--- src/rtl/led_fifo_reader.sv ---
// led_fifo_reader
//
// Read-side consumer of the LED backlight zone FIFO. When a frame is armed it
// pops one brightness word per zone through the FIFO's registered-read port.
// The word is valid the cycle after fifo_rd_en. Each word is shifted out MSB
// first on a three-wire LED driver interface. After the last zone of the frame
// a single latch pulse is issued.
//
// Parameters:
//   DATA_WIDTH   - bits per zone word (matches the FIFO read width)
//   ZONES        - words per frame before the latch pulse (1..1024)
//   CLK_DIV      - clk cycles per SCLK half-period (1..255)
//   LATCH_CYCLES - width of the led_latch pulse in clk cycles (1..255)
//
// Ports:
//   clk           - system clock; the FIFO read side shares it
//   rst_n         - asynchronous active-low reset
//   frame_start   - one-cycle pulse arming one frame
//   fifo_rd_data  - FIFO read data, valid the cycle after fifo_rd_en
//   fifo_rd_empty - FIFO empty flag
//   fifo_rd_en    - FIFO read enable, one cycle per word
//   led_sclk      - serial clock to the driver, idles low
//   led_sdo       - serial data, MSB first, stable while led_sclk is high
//   led_latch     - active-high latch pulse after the last zone
//   busy          - high while a frame is in progress
//   zone_cnt      - index of the zone currently being sent
//   underrun      - sticky: the FIFO ran dry in the middle of a frame

module led_fifo_reader #(
    parameter int DATA_WIDTH   = 16,
    parameter int ZONES        = 64,
    parameter int CLK_DIV      = 2,
    parameter int LATCH_CYCLES = 4
) (
    input  logic                  clk,
    input  logic                  rst_n,
    input  logic                  frame_start,
    input  logic [DATA_WIDTH-1:0] fifo_rd_data,
    input  logic                  fifo_rd_empty,
    output logic                  fifo_rd_en,
    output logic                  led_sclk,
    output logic                  led_sdo,
    output logic                  led_latch,
    output logic                  busy,
    output logic [9:0]            zone_cnt,
    output logic                  underrun
);

    localparam int DIV_W = $clog2(2 * CLK_DIV);
    localparam int BIT_W = (DATA_WIDTH > 1) ? $clog2(DATA_WIDTH) : 1;

    localparam logic [DIV_W-1:0] DIV_HALF  = DIV_W'(CLK_DIV);
    localparam logic [DIV_W-1:0] DIV_LAST  = DIV_W'(2 * CLK_DIV - 1);
    localparam logic [BIT_W-1:0] BIT_LAST  = BIT_W'(DATA_WIDTH - 1);
    localparam logic [9:0]       ZONE_LAST = 10'(ZONES - 1);
    localparam logic [7:0]       LATCH_END = 8'(LATCH_CYCLES);

    typedef enum logic [2:0] {
        ST_IDLE,
        ST_REQ,
        ST_CAP,
        ST_SHIFT,
        ST_WAIT,
        ST_LATCH
    } state_t;

    state_t                state;
    logic                  armed;
    logic                  pending;
    logic [DATA_WIDTH-1:0] shift_reg;
    logic [DIV_W-1:0]      div_cnt;
    logic [BIT_W-1:0]      bit_cnt;
    logic [7:0]            latch_cnt;

    // Frame sequencer. Every output is a register.
    // fifo_rd_en is set on the edge that enters REQ, so it lines up exactly
    // with the REQ cycle, and the word is then captured in CAP.
    // led_sclk and led_sdo are computed from the divider value of the current
    // cycle, so on the pins they trail the divider by one clk. led_sdo moves
    // only on the div=0 cycle, so it has already settled a full half-period
    // before led_sclk rises. Entering LATCH lets the last SCLK high cycle
    // finish first. led_latch therefore starts one cycle into LATCH, which is
    // why LATCH lasts LATCH_CYCLES+1 cycles.
    always_ff @(posedge clk or negedge rst_n) begin
        if (!rst_n) begin
            state      <= ST_IDLE;
            armed      <= 1'b0;
            pending    <= 1'b0;
            shift_reg  <= '0;
            div_cnt    <= '0;
            bit_cnt    <= '0;
            latch_cnt  <= '0;
            fifo_rd_en <= 1'b0;
            led_sclk   <= 1'b0;
            led_sdo    <= 1'b0;
            led_latch  <= 1'b0;
            busy       <= 1'b0;
            zone_cnt   <= '0;
            underrun   <= 1'b0;
        end else begin
            // A start request during a frame is held, one deep, for the latch exit.
            if (frame_start && state != ST_IDLE) begin
                pending <= 1'b1;
            end

            case (state)
                ST_IDLE: begin
                    if (frame_start) begin
                        armed    <= 1'b1;
                        underrun <= 1'b0;
                    end
                    if (armed && !fifo_rd_empty) begin
                        state      <= ST_REQ;
                        fifo_rd_en <= 1'b1;
                        busy       <= 1'b1;
                    end
                end

                ST_REQ: begin
                    fifo_rd_en <= 1'b0;
                    led_sclk   <= 1'b0;
                    state      <= ST_CAP;
                end

                ST_CAP: begin
                    shift_reg <= fifo_rd_data;
                    div_cnt   <= '0;
                    bit_cnt   <= '0;
                    led_sclk  <= 1'b0;
                    state     <= ST_SHIFT;
                end

                ST_SHIFT: begin
                    led_sclk <= (div_cnt >= DIV_HALF);
                    if (div_cnt == '0) begin
                        led_sdo <= shift_reg[DATA_WIDTH-1];
                    end
                    if (div_cnt == DIV_LAST) begin
                        div_cnt   <= '0;
                        shift_reg <= shift_reg << 1;
                        bit_cnt   <= bit_cnt + BIT_W'(1);
                        if (bit_cnt == BIT_LAST) begin
                            if (zone_cnt == ZONE_LAST) begin
                                latch_cnt <= '0;
                                state     <= ST_LATCH;
                            end else begin
                                zone_cnt <= zone_cnt + 10'd1;
                                if (!fifo_rd_empty) begin
                                    fifo_rd_en <= 1'b1;
                                    state      <= ST_REQ;
                                end else begin
                                    state <= ST_WAIT;
                                end
                            end
                        end
                    end else begin
                        div_cnt <= div_cnt + DIV_W'(1);
                    end
                end

                ST_WAIT: begin
                    led_sclk <= 1'b0;
                    underrun <= 1'b1;
                    if (!fifo_rd_empty) begin
                        fifo_rd_en <= 1'b1;
                        state      <= ST_REQ;
                    end
                end

                ST_LATCH: begin
                    led_sclk <= 1'b0;
                    led_sdo  <= 1'b0;
                    if (latch_cnt == LATCH_END) begin
                        led_latch <= 1'b0;
                        latch_cnt <= '0;
                        zone_cnt  <= '0;
                        busy      <= 1'b0;
                        // A request that arrives on this very cycle is taken
                        // here as well, instead of being parked in pending.
                        armed     <= pending | frame_start;
                        pending   <= 1'b0;
                        state     <= ST_IDLE;
                    end else begin
                        led_latch <= 1'b1;
                        latch_cnt <= latch_cnt + 8'd1;
                    end
                end

                default: begin
                    state <= ST_IDLE;
                end
            endcase
        end
    end

endmodule

--- config.mk ---
export PLATFORM = sky130hd
export DESIGN_NAME = led_fifo_reader
export DESIGN_NICKNAME = d
export VERILOG_FILES = /design/src/rtl/led_fifo_reader.sv
export SDC_FILE = /design/constraint.sdc
export NUM_CORES = 1
export LEC_CHECK = 0
export ABC_CLOCK_PERIOD_IN_PS = 2300
export BUFFER_PORTS_ARGS = -buffer_cell sky130_fd_sc_hd__buf_4
export CAP_MARGIN = 40
export CORE_UTILIZATION = 55
export DETAILED_ROUTE_END_ITERATION = 7
export PLACE_DENSITY = 0.77
export RECOVER_POWER = 25
export SLEW_MARGIN = 20
export SYNTH_ARGS = -nofsm -noshare
export SYNTH_HDL_FRONTEND = slang
export SYNTH_SLANG_ARGS = --single-unit
--- constraint.sdc ---
create_clock -name clk -period 2.3 [get_ports clk]
set_clock_uncertainty 0.1 [all_clocks]
set_input_delay 0.46 -clock clk [delete_from_list [all_inputs] [get_ports clk]]
set_output_delay 0.46 -clock clk [all_outputs]
set_load 0.02 [all_outputs]
==> impl_metrics.csv, run 1 <==
group,metric,value,unit
global_route,antenna_found_initial,0,
critical_path,reg2reg_to,"latch_cnt[7]",
logic_synthesis,synth-edff-count,0,
critical_path,critical_path_arrival,2150,ps
placement,gp_congestion,0.836,
sta,min_period,2010,ps
job,max_cap_violations,0,
cells_and_area,layout_commonest_cell,"dfrtp_1",
logic_synthesis,synth_async_sr_flop_share,1.00,
clock_tree,postCtsSetupRepairBufs,0,
logic_synthesis,ys_ff_latch,51,
drt,drc_errors,0,
drt,dr.pass1.iters,4,
critical_path,r2r_start,"latch_cnt[0]",
cells_and_area,drive_gt1_frac,0.193,
logic_synthesis,ys.warnings.count,0,
floorplan,num_io_pins,36,
clock_tree,numCtsBuffers,5,
critical_path,critPathCaptureType,"register",
outcome,status,"finished clean",
sta,worstMarginPinSlew,1230,ps
clock_tree,cts-resized-gates,0,
clock_tree,h-tree-depth,2,
sta,maxSlewHeadroom,0.181,
sta,setup_tns,0,ps
clock_tree,clockRootBuffer,"clkbuf_8",
logic_synthesis,synth_cell_types,53,
floorplan,die_y,72.1,um
cells_and_area,mostFrequentLayoutCells,"dfrtp_1, buf_4, a21oi_1",
placement,hpwlAfterDp,4030,um
global_route,grt_pass1_vias,2154,
placement,port_buffers,35,
global_route,grt_pass1_wl,9990,um
logic_synthesis,synth_area,0.00271,mm^2
critical_path,crit_path_start_kind,"register",
drt,viasPerCell,5.96,
clock_tree,clock_sinks,51,
sta,hold_slack,297,ps
floorplan,rows,25,
sta,period_share,0.872,
floorplan,initial_core_util,0.573,
cells_and_area,largest_reg_flops,16,
power_and_ir_drop,p_leak,1.39,nW
critical_path,r2r_cells,6,
critical_path,critical_path_class,"register to register",
critical_path,reg2reg_setup_slack,290,ps
logic_synthesis,syn_inst,291,
sta,timing.final.hold_violations,0,
cells_and_area,nNetsFinal,352,
power_and_ir_drop,power.density,1090,mW/mm^2
cells_and_area,diodes,0,
sta,finalSetupViolCount,0,
sta,rsz0062_at_grt,"no",
drt,dr_total_vias,2343,
critical_path,required,2440,ps
global_route,grt_max_degree,52,
logic_synthesis,ys.flop_type,"dfrtp_1",
sta,fmax,0.499,GHz
clock_tree,cts_tree,"built",
floorplan,die_area,0.00520,mm^2
clock_tree,cts.clk_slew.worst_paths,100,ps
floorplan,core,0.00472,mm^2
global_route,grt.overflow.total,0,
logic_synthesis,synthTopCellsByArea,"dfrtp_1, o22ai_1, a21oi_1",
clock_tree,ctsHoldBuffers,0,
drt,ant_nets,0,
drt,wl_per_cell,14.5,um
drt,routed_wirelength,5720,um
placement,pre_cts_ws,300,ps
cells_and_area,areaGrowthSynthToFinish,15.5,%
clock_tree,clk_path_buf_depth,2,
logic_synthesis,synth_nets,318,
sta,drv_slew,0,
critical_path,path_max_fanout,11,
cells_and_area,fill_cells,406,
power_and_ir_drop,vdd_drop_max,0.000619,V
drt,drt_iter0_markers,161,
logic_synthesis,synth.yosys.seq_area_share,0.472,
min_path,hp-class,"primary input to asynchronous set/reset pin",
sta,timing.final.ws_setup,294,ps
logic_synthesis,synth_top_area_share,0.472,
logic_synthesis,yosys.area.top_type,"dfrtp_1",
clock_tree,clk_latency,300,ps
global_route,grt_use_total,0.244,
logic_synthesis,synth.avg_cell_area,9.30,um^2
floorplan,die_w,72.1,um
[cells in the mapped netlist, types with 3 or more instances]
master	count
a21oi_1	30
a31oi_1	14
a41oi_1	4
and2_1	4
and3_1	5
clkbuf_1	9
dfrtp_1	51
ha_1	7
inv_1	13
nand2_1	22
nand2b_1	4
nand3_1	12
nor2_1	9
nor2b_1	3
nor3_1	7
o21a_1	5
o21ai_0	21
o22ai_1	29
[layer usage]
layer	part of all wire	GRT usage
met1	0.47	0.338
met2	0.49	0.397
met3	0.033	0.0389
met4	0.0051	0.0741
met5	0	0
[metrics by stage]
stage	util	cell area, um^2	cells	total power, mW
after floorplan	-	2710	291	2.49
after global placement	0.642	3030	385	2.85
after detailed placement	0.642	3030	385	2.90
after CTS	0.662	3130	393	3.43
after global routing	0.661	3120	393	3.68
final	0.661	3120	393	3.41
[how the worst max path moves through the flow]
| stage | from | endpoint | slack [ps] | cells after the start |
|---|---|---|---|---|
| 6_report | latch_cnt[0] | latch_cnt[7] | 290 | 6 |
| 3_5_place_dp | latch_cnt[0] | latch_cnt[7] | 300 | 6 |
| 5_1_grt | latch_cnt[0] | latch_cnt[7] | 110 | 6 |
| 2_1_floorplan | zone_cnt[0] | zone_cnt[3] | 320 | 6 |
| 4_1_cts | latch_cnt[0] | latch_cnt[7] | 270 | 6 |
| 3_3_place_gp | latch_cnt[0] | latch_cnt[7] | 360 | 6 |
[cell families (layout without fill, tap and decap cells)]
logic type,after synthesis,after routing,synth area share
flip-flops,51,51,0.472
adder cells (fa/ha/maj),7,7,0.0324
buffers and inverters,29,64,0.0467
AND/OR/NAND/NOR,83,83,0.169
multiplexers,2,2,0.00786
AO/OA/AOI/OAI,119,119,0.272
[power breakdown]
part           switching, mW  internal [mW]
clock                  0.311          0.218
sequential             0.253           1.20
combinational          0.807          0.620
[worst max-delay path: stages (launching register included)]
cell and delay [ps]:
dfrtp_1 390, inv_1 60, ha_1 180, nor4b_2 170
a21oi_1 560, nor4bb_1 360, a211o_1 130
[layout make-up]
| type | count | area (um^2) | share of cell area |
|---|---|---|---|
| multi-input combinational | 211 | 1300 | 0.417 |
| sequential | 51 | 1280 | 0.408 |
| timing repair buffer | 43 | 320 | 0.103 |
| tap | 67 | 83.8 | 0.0268 |
| clock buffer | 5 | 68.8 | 0.0220 |
| inverter | 13 | 48.8 | 0.0156 |
| clock inverter | 3 | 23.8 | 0.00761 |
Power figures use the tool's default switching activity.
==> inputs of run 2 (changes only) <==
- PLACE_DENSITY: 0.77 -> 0.83
==> run 2 against run 1 <==
  * Global-route usage rose by 0.30 points
  * Die area did not move
  * Worst setup slack got worse by 50 ps
  * First-iteration DRC count fell by 15%
  * Via count barely moved
  * Combinational power barely moved
  * Largest cell class unchanged
  * Sequential power barely moved
  * Routed wire length rose by 3.3%
==> impl_metrics.csv, run 2 (synthesized netlist as in run 1, its figures left out) <==
group,metric,value,unit
cells_and_area,drive_gt1_frac,0.193,
floorplan,initial_core_util,0.573,
global_route,grt_pass1_wl,10100,um
drt,dr.pass1.iters,4,
power_and_ir_drop,power.density,1120,mW/mm^2
floorplan,die_area,0.00520,mm^2
placement,pre_cts_ws,283,ps
cells_and_area,mostFrequentLayoutCells,"dfrtp_1, buf_4, a21oi_1",
global_route,grt_use_total,0.247,
cells_and_area,nNetsFinal,352,
sta,drv_slew,0,
placement,port_buffers,35,
clock_tree,clock_sinks,51,
critical_path,worstPathCellList,"inv_1, ha_1, nor4b_2, a21oi_1, nor4bb_1, a211o_1",
sta,timing.final.hold_violations,0,
critical_path,cpPeakStageDelay,600,ps
critical_path,critical_path_class,"register to register",
drt,drc_errors,0,
cells_and_area,final_cell_area,0.00315,mm^2
clock_tree,cts.clk_slew.worst_paths,100,ps
floorplan,num_io_pins,36,
sta,min_period,2060,ps
critical_path,crit_path_start_kind,"register",
power_and_ir_drop,vdd_drop_max,0.000449,V
critical_path,critical_path.slowest_cell,"a21oi_1",
clock_tree,clk_latency,310,ps
critical_path,critPathCaptureType,"register",
job,max_cap_violations,0,
sta,fmax,0.486,GHz
placement,dpl-instance-area,0.00303,mm^2
outcome,status,"finished clean",
critical_path,reg2reg_to,"latch_cnt[7]",
critical_path,r2r_cells,6,
global_route,grt_pass1_vias,2229,
min_path,hp-class,"primary input to asynchronous set/reset pin",
clock_tree,postCtsSetupRepairBufs,0,
sta,setup_tns,0,ps
floorplan,core,0.00472,mm^2
sta,timing.final.ws_setup,244,ps
floorplan,die_y,72.1,um
placement,hpwlAfterDp,4140,um
drt,top_layer,"met4",
critical_path,reg2reg_setup_slack,240,ps
drt,routed_wirelength,5910,um
cells_and_area,stdcell_count,393,
drt,wl_met2,2940,um
drt,dr_total_vias,2341,
sta,finalSetupViolCount,0,
critical_path,r2r_start,"latch_cnt[0]",
sta,maxSlewHeadroom,0.176,
critical_path,critical_path_arrival,2210,ps
drt,wl_met3,179,um
drt,ant_nets,0,
placement,placed_cells,385,
clock_tree,clockRootBuffer,"clkbuf_8",
cells_and_area,largest_reg_flops,16,
critical_path,required,2450,ps
drt,wl_met1,2770,um
power_and_ir_drop,power,3.53,mW
drt,wl_per_cell,15.0,um
drt,drt_iter0_markers,137,
sta,rsz0062_at_grt,"no",
cells_and_area,layout_commonest_cell,"dfrtp_1",
cells_and_area,diodes,0,
floorplan,die_w,72.1,um
global_route,grt_max_degree,52,
power_and_ir_drop,p_leak,1.41,nW
critical_path,path_max_fanout,11,
drt,viasPerCell,5.96,
clock_tree,numCtsBuffers,5,
clock_tree,h-tree-depth,2,
clock_tree,cts-resized-gates,0,
sta,period_share,0.894,
global_route,antenna_found_initial,0,
clock_tree,ctsHoldBuffers,0,
global_route,grt.overflow.total,0,
clock_tree,clk_path_buf_depth,2,
clock_tree,cts_tree,"built",
placement,gp_congestion,0.844,
floorplan,rows,25,
cells_and_area,areaGrowthSynthToFinish,16.3,%
sta,worstMarginPinSlew,1240,ps
run 2: changes by cell type in the layout (fill, tap and decap cells not counted):
cell,before,now
bufinv_16,0,1
clkinvlp_4,2,1
run 2: worst max-delay path by stage:
stage / startpoint / endpoint / slack [ps] / depth (start not counted)
2_1_floorplan: zone_cnt[0] / zone_cnt[3] / 320 / 6
3_3_place_gp: latch_cnt[0] / latch_cnt[7] / 370 / 6
3_5_place_dp: latch_cnt[0] / latch_cnt[7] / 280 / 6
4_1_cts: latch_cnt[0] / latch_cnt[7] / 260 / 6
5_1_grt: latch_cnt[0] / latch_cnt[7] / 40 / 6
6_report: latch_cnt[0] / latch_cnt[7] / 240 / 6
run 2: per-stage QoR:
stage | hold slack (ps) | util
after global routing | 319 | 0.666
after floorplan | 64.4 | -
after global placement | 378 | 0.642
after CTS | 76.9 | 0.667
final | 307 | 0.666
after detailed placement | 384 | 0.642
run 2: where the power goes:
group | leakage, nW | switching [mW] | internal, mW | total (mW)
Clock | 0.0548 | 0.300 | 0.328 | 0.628
Combinational | 0.720 | 0.814 | 0.627 | 1.44
Sequential | 0.631 | 0.265 | 1.20 | 1.47
Total | 1.41 | 1.38 | 2.16 | 3.53
run 2: layout make-up:
cell class	instances	area, um^2
clock inverters	3	46.3
fillers	393	1580
repair buffers	43	320
well taps	67	83.8
multi-input cells	211	1300
flip-flops and latches	51	1280
inverters	13	48.8
clock buffers	5	68.8
run 2: per-layer routing:
layer	global-route usage	up-vias
met5	0	-
met4	0.0763	0
met3	0.0583	4
met2	0.412	43
met1	0.319	1132
li1	-	1162
run 2: critical path, delay by kind of cell, from the launching register on:
kind	cells	cell delay (ps)
AND/OR/NAND/NOR	2	530
AO/OA/AOI/OAI	2	720
buffers and inverters	1	60
flip-flops	1	410
adder cells (fa/ha/maj)	1	190
